==> config.mk <==
export PLATFORM = sky130hd
export DESIGN_NAME = periodometro_promediador
export DESIGN_NICKNAME = d
export VERILOG_FILES = /design/src/rtl/periodometro_promediador.sv
export SDC_FILE = /design/constraint.sdc
export NUM_CORES = 1
export LEC_CHECK = 0
export BUFFER_PORTS_ARGS = -buffer_cell sky130_fd_sc_hd__buf_2
export CAP_MARGIN = 20
export CELL_PAD_IN_SITES_DETAIL_PLACEMENT = 1
export CELL_PAD_IN_SITES_GLOBAL_PLACEMENT = 1
export CORE_MARGIN = 1.5
export CORE_UTILIZATION = 42
export DETAILED_ROUTE_END_ITERATION = 10
export GPL_ROUTABILITY_DRIVEN = 0
export PLACE_DENSITY_LB_ADDON = 0.1
export SLEW_MARGIN = 10
export SYNTH_ARGS = -nofsm -noshare
export SYNTH_HDL_FRONTEND = slang
export SYNTH_SLANG_ARGS = --single-unit
==> constraint.sdc <==
create_clock -name reloj_FPGA -period 2 [get_ports reloj_FPGA]
set_input_delay 0.1 -clock reloj_FPGA [delete_from_list [all_inputs] [get_ports reloj_FPGA]]
set_output_delay 0.1 -clock reloj_FPGA [all_outputs]
set_load 0.05 [all_outputs]
==> src/rtl/periodometro_promediador.sv <==
// Square-wave period meter: measures periods in prescaled ticks, averages 2^LOG2_PROMEDIO
// of them, converts the average to packed BCD and flags saturation and loss of signal.
module periodometro_promediador #(
    parameter int unsigned CANT_BITS     = 12,
    parameter int unsigned CANT_CIFRAS   = 4,
    parameter int unsigned DIV_TICK      = 50,
    parameter int unsigned LOG2_PROMEDIO = 2,
    parameter int unsigned TIMEOUT_TICKS = 8192
) (
    input  logic                       reloj_FPGA,
    input  logic                       reset,
    input  logic                       onda_cuadrada,
    output logic [CANT_BITS-1:0]       valor_periodo,
    output logic [4*CANT_CIFRAS-1:0]   reg_BCD,
    output logic                       dato_valido,
    output logic                       desborde,
    output logic                       sin_senial
);

    localparam int unsigned W_BCD        = 4 * CANT_CIFRAS;
    localparam int unsigned W_PRE        = (DIV_TICK > 1) ? $clog2(DIV_TICK) : 1;
    localparam int unsigned W_ACUM       = CANT_BITS + LOG2_PROMEDIO;
    localparam int unsigned W_N          = LOG2_PROMEDIO + 1;
    localparam int unsigned W_TO         = $clog2(TIMEOUT_TICKS + 1);
    localparam int unsigned W_PASO       = (CANT_BITS > 1) ? $clog2(CANT_BITS) : 1;
    localparam int unsigned N_PROM       = 2 ** LOG2_PROMEDIO;
    // The flanco clock is the first clock of the new period.
    localparam int unsigned PRESC_FLANCO = (DIV_TICK > 1) ? 1 : 0;
    localparam int unsigned CNT_FLANCO   = (DIV_TICK > 1) ? 0 : 1;
    localparam logic [CANT_BITS-1:0] CNT_MAX = '1;

    typedef enum logic {
        ESPERA   = 1'b0,
        MIDIENDO = 1'b1
    } estado_t;

    estado_t              r_estado;
    estado_t              w_estado_sig;

    logic                 r_sinc1;
    logic                 r_sinc2;
    logic                 r_prev;
    logic                 w_flanco;

    logic [W_PRE-1:0]     r_presc;
    logic                 w_tick;

    logic [CANT_BITS-1:0] r_cnt;
    logic                 r_sat;

    logic [W_TO-1:0]      r_to;
    logic                 w_timeout;

    logic [W_ACUM-1:0]    r_acum;
    logic [W_ACUM-1:0]    w_suma;
    logic [W_N-1:0]       r_n;
    logic                 r_sat_acum;
    logic                 w_acumular;
    logic                 w_cierre;
    logic                 w_captura;

    logic [CANT_BITS-1:0] r_resultado;
    logic                 r_sat_res;
    logic                 r_inicio;
    logic                 r_busy;
    logic                 r_fin;
    logic [CANT_BITS-1:0] r_bin;
    logic [W_BCD-1:0]     r_bcd;
    logic [W_BCD-1:0]     w_bcd_aj;
    logic [W_BCD-1:0]     w_bcd_sig;
    logic [W_PASO-1:0]    r_paso;

    // Two-flop synchroniser plus previous value for rising-edge detection.
    always_ff @(posedge reloj_FPGA) begin
        if (reset) begin
            r_sinc1 <= 1'b0;
            r_sinc2 <= 1'b0;
            r_prev  <= 1'b0;
        end else begin
            r_sinc1 <= onda_cuadrada;
            r_sinc2 <= r_sinc1;
            r_prev  <= r_sinc2;
        end
    end

    assign w_flanco = r_sinc2 & ~r_prev;

    // Tick prescaler, re-phased on every edge.
    assign w_tick = (r_presc == W_PRE'(DIV_TICK - 1));

    always_ff @(posedge reloj_FPGA) begin
        if (reset) begin
            r_presc <= '0;
        end else if (w_flanco) begin
            r_presc <= W_PRE'(PRESC_FLANCO);
        end else if (w_tick) begin
            r_presc <= '0;
        end else begin
            r_presc <= r_presc + 1'b1;
        end
    end

    // Saturating period counter; a tick coinciding with flanco belongs to neither period.
    always_ff @(posedge reloj_FPGA) begin
        if (reset) begin
            r_cnt <= '0;
            r_sat <= 1'b0;
        end else if (w_flanco) begin
            r_cnt <= CANT_BITS'(CNT_FLANCO);
            r_sat <= 1'b0;
        end else if (w_tick) begin
            if (r_cnt != CNT_MAX) begin
                r_cnt <= r_cnt + 1'b1;
            end
            if (r_cnt >= CNT_MAX - 1'b1) begin
                r_sat <= 1'b1;
            end
        end
    end

    // No-signal timeout; holds at TIMEOUT_TICKS so it fires only once per silence.
    assign w_timeout = w_tick & ~w_flanco & (r_to == W_TO'(TIMEOUT_TICKS - 1));

    always_ff @(posedge reloj_FPGA) begin
        if (reset || w_flanco) begin
            r_to <= '0;
        end else if (w_tick && (r_to != W_TO'(TIMEOUT_TICKS))) begin
            r_to <= r_to + 1'b1;
        end
    end

    always_ff @(posedge reloj_FPGA) begin
        if (reset) begin
            r_estado <= ESPERA;
        end else begin
            r_estado <= w_estado_sig;
        end
    end

    always_comb begin
        w_estado_sig = r_estado;
        w_acumular   = 1'b0;
        w_cierre     = 1'b0;
        case (r_estado)
            ESPERA: begin
                if (w_flanco) begin
                    w_estado_sig = MIDIENDO;
                end
            end
            MIDIENDO: begin
                if (w_timeout) begin
                    w_estado_sig = ESPERA;
                end else if (w_flanco) begin
                    w_acumular = 1'b1;
                    w_cierre   = (r_n == W_N'(N_PROM - 1));
                end
            end
            default: w_estado_sig = ESPERA;
        endcase
    end

    assign w_suma    = r_acum + W_ACUM'(r_cnt);
    assign w_captura = w_cierre & ~r_busy & ~r_inicio;

    // Running sum of the current set of periods.
    always_ff @(posedge reloj_FPGA) begin
        if (reset || w_timeout) begin
            r_acum     <= '0;
            r_n        <= '0;
            r_sat_acum <= 1'b0;
        end else if (w_acumular) begin
            if (w_cierre) begin
                r_acum     <= '0;
                r_n        <= '0;
                r_sat_acum <= 1'b0;
            end else begin
                r_acum     <= w_suma;
                r_n        <= r_n + 1'b1;
                r_sat_acum <= r_sat_acum | r_sat;
            end
        end
    end

    // Add-3 correction on every BCD digit before each shift.
    always_comb begin
        w_bcd_aj = r_bcd;
        for (int unsigned i = 0; i < CANT_CIFRAS; i++) begin
            if (r_bcd[4*i +: 4] >= 4'd5) begin
                w_bcd_aj[4*i +: 4] = r_bcd[4*i +: 4] + 4'd3;
            end
        end
        w_bcd_sig = {w_bcd_aj[W_BCD-2:0], r_bin[CANT_BITS-1]};
    end

    // Sequential double-dabble: load one cycle after capture, then CANT_BITS shifts.
    always_ff @(posedge reloj_FPGA) begin
        if (reset || w_timeout) begin
            r_resultado <= '0;
            r_sat_res   <= 1'b0;
            r_inicio    <= 1'b0;
            r_busy      <= 1'b0;
            r_fin       <= 1'b0;
            r_bin       <= '0;
            r_bcd       <= '0;
            r_paso      <= '0;
        end else begin
            r_fin    <= 1'b0;
            r_inicio <= w_captura;
            if (w_captura) begin
                r_resultado <= CANT_BITS'(w_suma >> LOG2_PROMEDIO);
                r_sat_res   <= r_sat_acum | r_sat;
            end
            if (r_inicio) begin
                r_bin  <= r_resultado;
                r_bcd  <= '0;
                r_paso <= '0;
                r_busy <= 1'b1;
            end else if (r_busy) begin
                r_bin  <= r_bin << 1;
                r_bcd  <= w_bcd_sig;
                r_paso <= r_paso + 1'b1;
                if (r_paso == W_PASO'(CANT_BITS - 1)) begin
                    r_busy <= 1'b0;
                    r_fin  <= 1'b1;
                end
            end
        end
    end

    // Output registers: updated together on completion, zeroed on timeout.
    always_ff @(posedge reloj_FPGA) begin
        if (reset) begin
            valor_periodo <= '0;
            reg_BCD       <= '0;
            desborde      <= 1'b0;
            dato_valido   <= 1'b0;
            sin_senial    <= 1'b0;
        end else if (w_timeout) begin
            valor_periodo <= '0;
            reg_BCD       <= '0;
            desborde      <= 1'b0;
            dato_valido   <= 1'b0;
            sin_senial    <= 1'b1;
        end else begin
            dato_valido <= r_fin;
            if (r_fin) begin
                valor_periodo <= r_resultado;
                reg_BCD       <= r_bcd;
                desborde      <= r_sat_res;
                sin_senial    <= 1'b0;
            end
        end
    end

endmodule
* Yosys cells after proc, flatten, opt, wreduce, memory -nomap -nowiden
Cells that the tools add are included.
Storage, ports and cells: bits in registers 134, bits of input ports 3, output and inout bits 31, logic and storage cells 94
Cells by class: $add $sub $neg 10, magnitude comparators 5, eq/ne operators 6, mux-type cells 25, bitwise logic cells 11, reductions and logical operators 12
Operators by type and width (count):
- 12-bit 2-to-1 mux | 2
- 4-bit by 3-bit >= comparator with 1-bit output, second input constant | 4
- 1-bit 2-to-1 mux | 16
- 14-bit by 1-bit adder with 14-bit output, second input constant | 1
- 14-bit by 12-bit adder with 14-bit output | 1
- 14-bit by 13-bit == test with 1-bit output, second input constant | 1
- 14-bit 2-to-1 mux | 1
- 14-bit inequality test, second input constant | 1
- 12-bit by 1-bit adder with 12-bit output, second input constant | 1
- 4-bit by 2-bit adder with 4-bit output, second input constant | 3
- 12-bit >= comparator, second input constant | 1
- 4-bit 2-to-1 mux | 3
- 12-bit inequality test, second input constant | 1
- 6-bit by 1-bit adder with 6-bit output, second input constant | 1
- 6-bit == test, second input constant | 1
- 3-bit 2-to-1 mux | 2
- 2-bit OR reduction | 3
- 3-bit OR reduction | 2
- 1-bit AND | 5
- 1-bit inverter | 5
- 4-bit by 1-bit adder with 4-bit output, second input constant | 1
- 4-bit == test, second input constant | 1
- 2-bit AND reduction | 2
- 2-bit nonzero test | 2
- other kinds (7) | 8

* Depth between registers and ports, before layout
depth after elaboration 9, depth in mapped cells 10, gate-level depth less buffers 9

* Worst setup path before layout
OpenSTA, ideal clock, no wires.
path kind flip-flop to flip-flop, start register r_cnt[0], end register r_acum[12], library setup time 0.074 ns, data arrival time 2.100 ns, required time 1.926 ns, path slack -0.174 ns, cell stages (with the launch flop) 10, path buffers 0, period minus slack after synthesis 2.174 ns, path through dfxtp_1 ha_1 inv_1 fa_1 nand2b_1 a21oi_2 o21a_1 a221oi_2 or4_1 a31oi_1
Between the ends: cells in the longest elaborated chain, start to end 2
Ends and longest elaborated chain:
- start: declaration | line 48 | logic [CANT_BITS-1:0] r_cnt;
- start signal: assignment | line 109 | r_cnt <= CANT_BITS'(CNT_FLANCO);
- start signal: assignment | line 113 | r_cnt <= r_cnt + 1'b1;
- 14-bit by 12-bit adder with 14-bit output | line 162 | assign w_suma = r_acum + W_ACUM'(r_cnt);
- 14-bit 2-to-1 mux | line 172 | if (w_cierre) begin
- end signal: assignment | line 177 | r_acum <= w_suma;
- end: declaration | line 54 | logic [W_ACUM-1:0] r_acum;
No other way between the ends. A chain may end at the register's enable or synchronous reset.

* Final worst setup path
start register r_acum[0], end register r_acum[12]
Between the ends: cells in the longest elaborated chain, start to end 2
Ends and longest elaborated chain (line):
- 14-bit by 12-bit adder with 14-bit output | 162
- 14-bit 2-to-1 mux | 172
No other way between the ends.

==> run summary <==
The fraction of registers with async set or reset after synthesis is 0. The vias per cell was 5.26; the sum of internal, switching and leakage power was 0.00586 W. The final cycle utilization of the critical path was 1.02. The number of stages on the worst hold path was 1. In the synthesized netlist the dominant register cell turns out to be sky130_fd_sc_hd__dfxtp_1. The final reports fail on negative setup slack. The worst setup path is launched from a flip-flop. Of all nets on the critical path, the largest fanout is 4. Kind of critical path: flip-flop to flip-flop.

The net count reported at finish is 805. The first global-routing pass estimated 25.6 mm of wire. Clock latency on the worst-skew pair, taken at its later pin, is 0.42 ns. The leakage power is 2.89 nW.

Summed over all layers, the global routing overflow is 0. The worst setup slack after placement is -0.0798 ns. Setup repair after global routing could not meet its margin everywhere. The proportion of power drawn by the clock network came out at 0.524.

The worst setup path is captured at a flip-flop. The wire length after detailed routing is 15.3 mm, and the top-area cell type share of the netlist area is 0.430. The synthesized area divided by synthesized cell count works out to 8.75 µm². The library cells used most frequently in the layout, excluding fill and tap cells, are sky130_fd_sc_hd__nor2_1 (128), sky130_fd_sc_hd__dfxtp_1 (120), sky130_fd_sc_hd__a21oi_1 (53).

The run finished, with violations left. The worst path in the final design needs a cycle of 2.04 ns, including I/O delays and setup. Data on the critical path is required at its endpoint by 2.34 ns. The total of max-cap violations was 0. Static timing analysis puts the maximum clock frequency at 491 MHz. The area overhead of the layout relative to synthesis was 21.9%; the starting density of the core was 0.429.

The maximum root-to-sink buffer count is 2, and the count of standard-cell rows is 44. The detailed router placed 5095 vias in this run. The worst slew margin relative to its limit was 0.652; the via count of the first global-routing pass was 5290. The run gives 0.458 as the portion of total power attributed to sequential cells.

The floorplan step defined a die boundary enclosing 15600 µm². The final max-slew violation count is 0, and the synthesized netlist cell count is 713. The antenna cell count was 0; the buffers plus inverters on the worst setup path was 1. On the final layout, the worst clock skew is 0.00726 ns.

The core region is 14500 µm². VDD sags by at most 0.550 mV. The tools report the Yosys warning count as 0. Leaving out fill and tap cells, the most frequent cell in the layout is sky130_fd_sc_hd__nor2_1.

Cell internal power was estimated by the tool at 0.00464 W. The tools report the part of the Yosys area used for sequential elements as 0.430. The root buffer cell is sky130_fd_sc_hd__clkbuf_16. For this run, the detailed router's first-pass iteration total came to 4.

The post-layout worst setup margin was -0.0358 ns. Category of cells accounting for the largest share of critical-path delay: simple AND/OR/NAND/NOR gates. Counting buffers and inverters, the worst setup path is 9 cells deep. The switching power as a share of total power is 0.207, and the overall die height is 125 µm. The logs give 0 for the number of antenna violations at the first check in global routing and 0 for the number of design rule violations left after detail routing.

Dividing the detail-routed wire length by the instance count gives 15.7 µm. The tools report the number of sinks on the clock net as 134. The critical path goes through ha_4 -> inv_2 -> fa_2 -> nand2b_4 -> a21oi_4 -> o21a_4 -> a221oi_4 -> or4_1 -> a31oi_1. Measured in cells, the most critical reg-to-reg path has a length of 9.

Total clock buffers created by CTS: 17. The fraction of layout cells with a size suffix above 1 is 0.195, and the cell area after synthesis is 6240 µm². For the pin with the worst max-slew slack, the measured transition is 0.522 ns. Clock-pin slew was measured on the worst setup and hold paths at 0.06 ns. The violation count after the first detailed-route iteration is 173, and the number of enable flip-flop cells after synthesis is 0. The maximum number of pins on one net before global-route repair is 38, and the final hold violation count is 0. For the switching power of the nets, the log shows 0.00121 W. On the worst path, the slowest cell contributes a delay of 0.40 ns. The largest individual stage delay along the critical path comes from the cell sky130_fd_sc_hd__or4_1. In this run the horizontal extent of the chip is 125 µm.

Setup violations remaining at the end of the flow were counted as 2. The share of total power in combinational logic was 0.017. In this run the remaining antenna-violating nets after routing total 0. The dominant cell type by area after synthesis is sky130_fd_sc_hd__dfxtp_1. The synthesized design contains 134 register bits. When the netlist entered floorplanning its net count stood at 746.

In this run the count of I/O pins placed on the die edge is 34. After legalization and detailed placement, the total HPWL measured 10.6 mm. The run gives 0.202 as the all-layer global routing usage. By area the synthesized netlist is led by sky130_fd_sc_hd__dfxtp_1 (43%), sky130_fd_sc_hd__mux2i_1 (7.9%), sky130_fd_sc_hd__nor2_1 (7.8%), sky130_fd_sc_hd__ha_1 (5.8%), sky130_fd_sc_hd__a21oi_1 (4.6%). The tools report the post-synthesis cell type count as 60. The tools report the arrival time of data at the critical path endpoint as 2.38 ns. The worst hold path belongs to the class flip-flop to flip-flop. TritonCTS built the clock tree. Number of input and output port buffers inserted: 33. For this design the ratio of total power to cell area is 769 nW/µm². CTS H-tree depth: 4.
==> path summary, 6_finish.rpt <==
kind         slack, ns          to      start
min reg2reg       0.46     r_sinc2    r_sinc1
max reg2reg      -0.04  r_acum[12]  r_acum[0]
min               0.46     r_sinc2    r_sinc1
max              -0.04  r_acum[12]  r_acum[0]
==> flip-flops by register name (all words and copies together) (netlist names), 3 cells and up <==
register / flops
r_acum: 14
r_bcd: 16
r_bin: 12
r_cnt: 12
r_n: 3
r_paso: 4
r_presc: 6
r_resultado: 12
r_to: 14
reg_BCD: 16
valor_periodo: 12
==> what timing repair did <==
item | 4_1_cts | 5_1_grt
pin swaps | 4 | 15
gates cloned | 0 | 0
setup buffers | 2 | 1
hold buffers | 3 | 0
setup endpoints to repair | 9 | 30
endpoints found under the hold margin | 5 | 0
gates resized for setup | 7 | 34
==> worst register-to-register path: cells and delay by family, from the launching register on <==
family,cells,cell delay (ns)
fa+ha+maj,2,0.47
compound gates,4,0.53
buf+inv,1,0.04
flops,1,0.35
simple gates,2,0.57
==> logic make-up after synthesis <==
family / count (synthesis) / synth area share
AO/OA/AOI/OAI: 120 / 0.117
XOR/XNOR: 37 / 0.0519
adder cells (fa/ha/maj): 30 / 0.0613
buffers and inverters: 60 / 0.0393
flip-flops: 134 / 0.430
multiplexers: 49 / 0.0786
AND/OR/NAND/NOR: 283 / 0.222
==> power groups by stage <==
stage	combinational, W	clock [W]	sequential (W)
final	0.000102	0.00307	0.00268
after global routing	0.000114	0.00326	0.00268
after CTS	0.000103	0.00315	0.00268
after detailed placement	0.0000981	0	0.00274
after global placement	0.0000949	0	0.00274
after floorplan	0.0000610	0	0.00274
==> stage by stage <==
step	setup TNS, ns	std cells	util	cell area, µm²	hold WS, ns
3_3_place_gp	-0.0559	931	0.468	6810	0.306
6_report	-0.0496	969	0.524	7610	0.462
2_1_floorplan	0	713	-	6280	0.169
5_1_grt	-0.850	969	0.524	7610	0.479
3_5_place_dp	-0.300	931	0.468	6810	0.321
4_1_cts	-0.243	968	0.513	7460	0.466
==> final cells by class <==
cell class | count | area [µm²]
inverter | 29 | 109
clock buffer | 24 | 482
sequential | 134 | 2710
fill | 1708 | 6920
tap | 184 | 230
clock inverter | 8 | 96.3
timing repair buffer | 71 | 487
multi-input combinational | 519 | 3500
==> synth_stat cells, types with 10 or more instances <==
library cell and count:
sky130_fd_sc_hd__xnor2_1 21, sky130_fd_sc_hd__nor2_1 129, sky130_fd_sc_hd__nand3_1 22, sky130_fd_sc_hd__nand2_1 45
sky130_fd_sc_hd__dfxtp_1 134, sky130_fd_sc_hd__buf_2 10, sky130_fd_sc_hd__o21ai_0 25, sky130_fd_sc_hd__mux2i_1 49
sky130_fd_sc_hd__nor3_1 17, sky130_fd_sc_hd__nand2b_1 11, sky130_fd_sc_hd__inv_1 29, sky130_fd_sc_hd__ha_1 29
sky130_fd_sc_hd__a21oi_1 57, sky130_fd_sc_hd__clkbuf_1 17, sky130_fd_sc_hd__xor2_1 16
==> routing by layer <==
metal	vias up	wire [µm]	global-route usage
met5	-	0	0
li1	2559	-	-
met3	17	358	0.0417
met2	45	7710	0.350
met4	0	238	0.0722
met1	2474	6950	0.248
No activity file was read; power rests on OpenSTA's default activity.
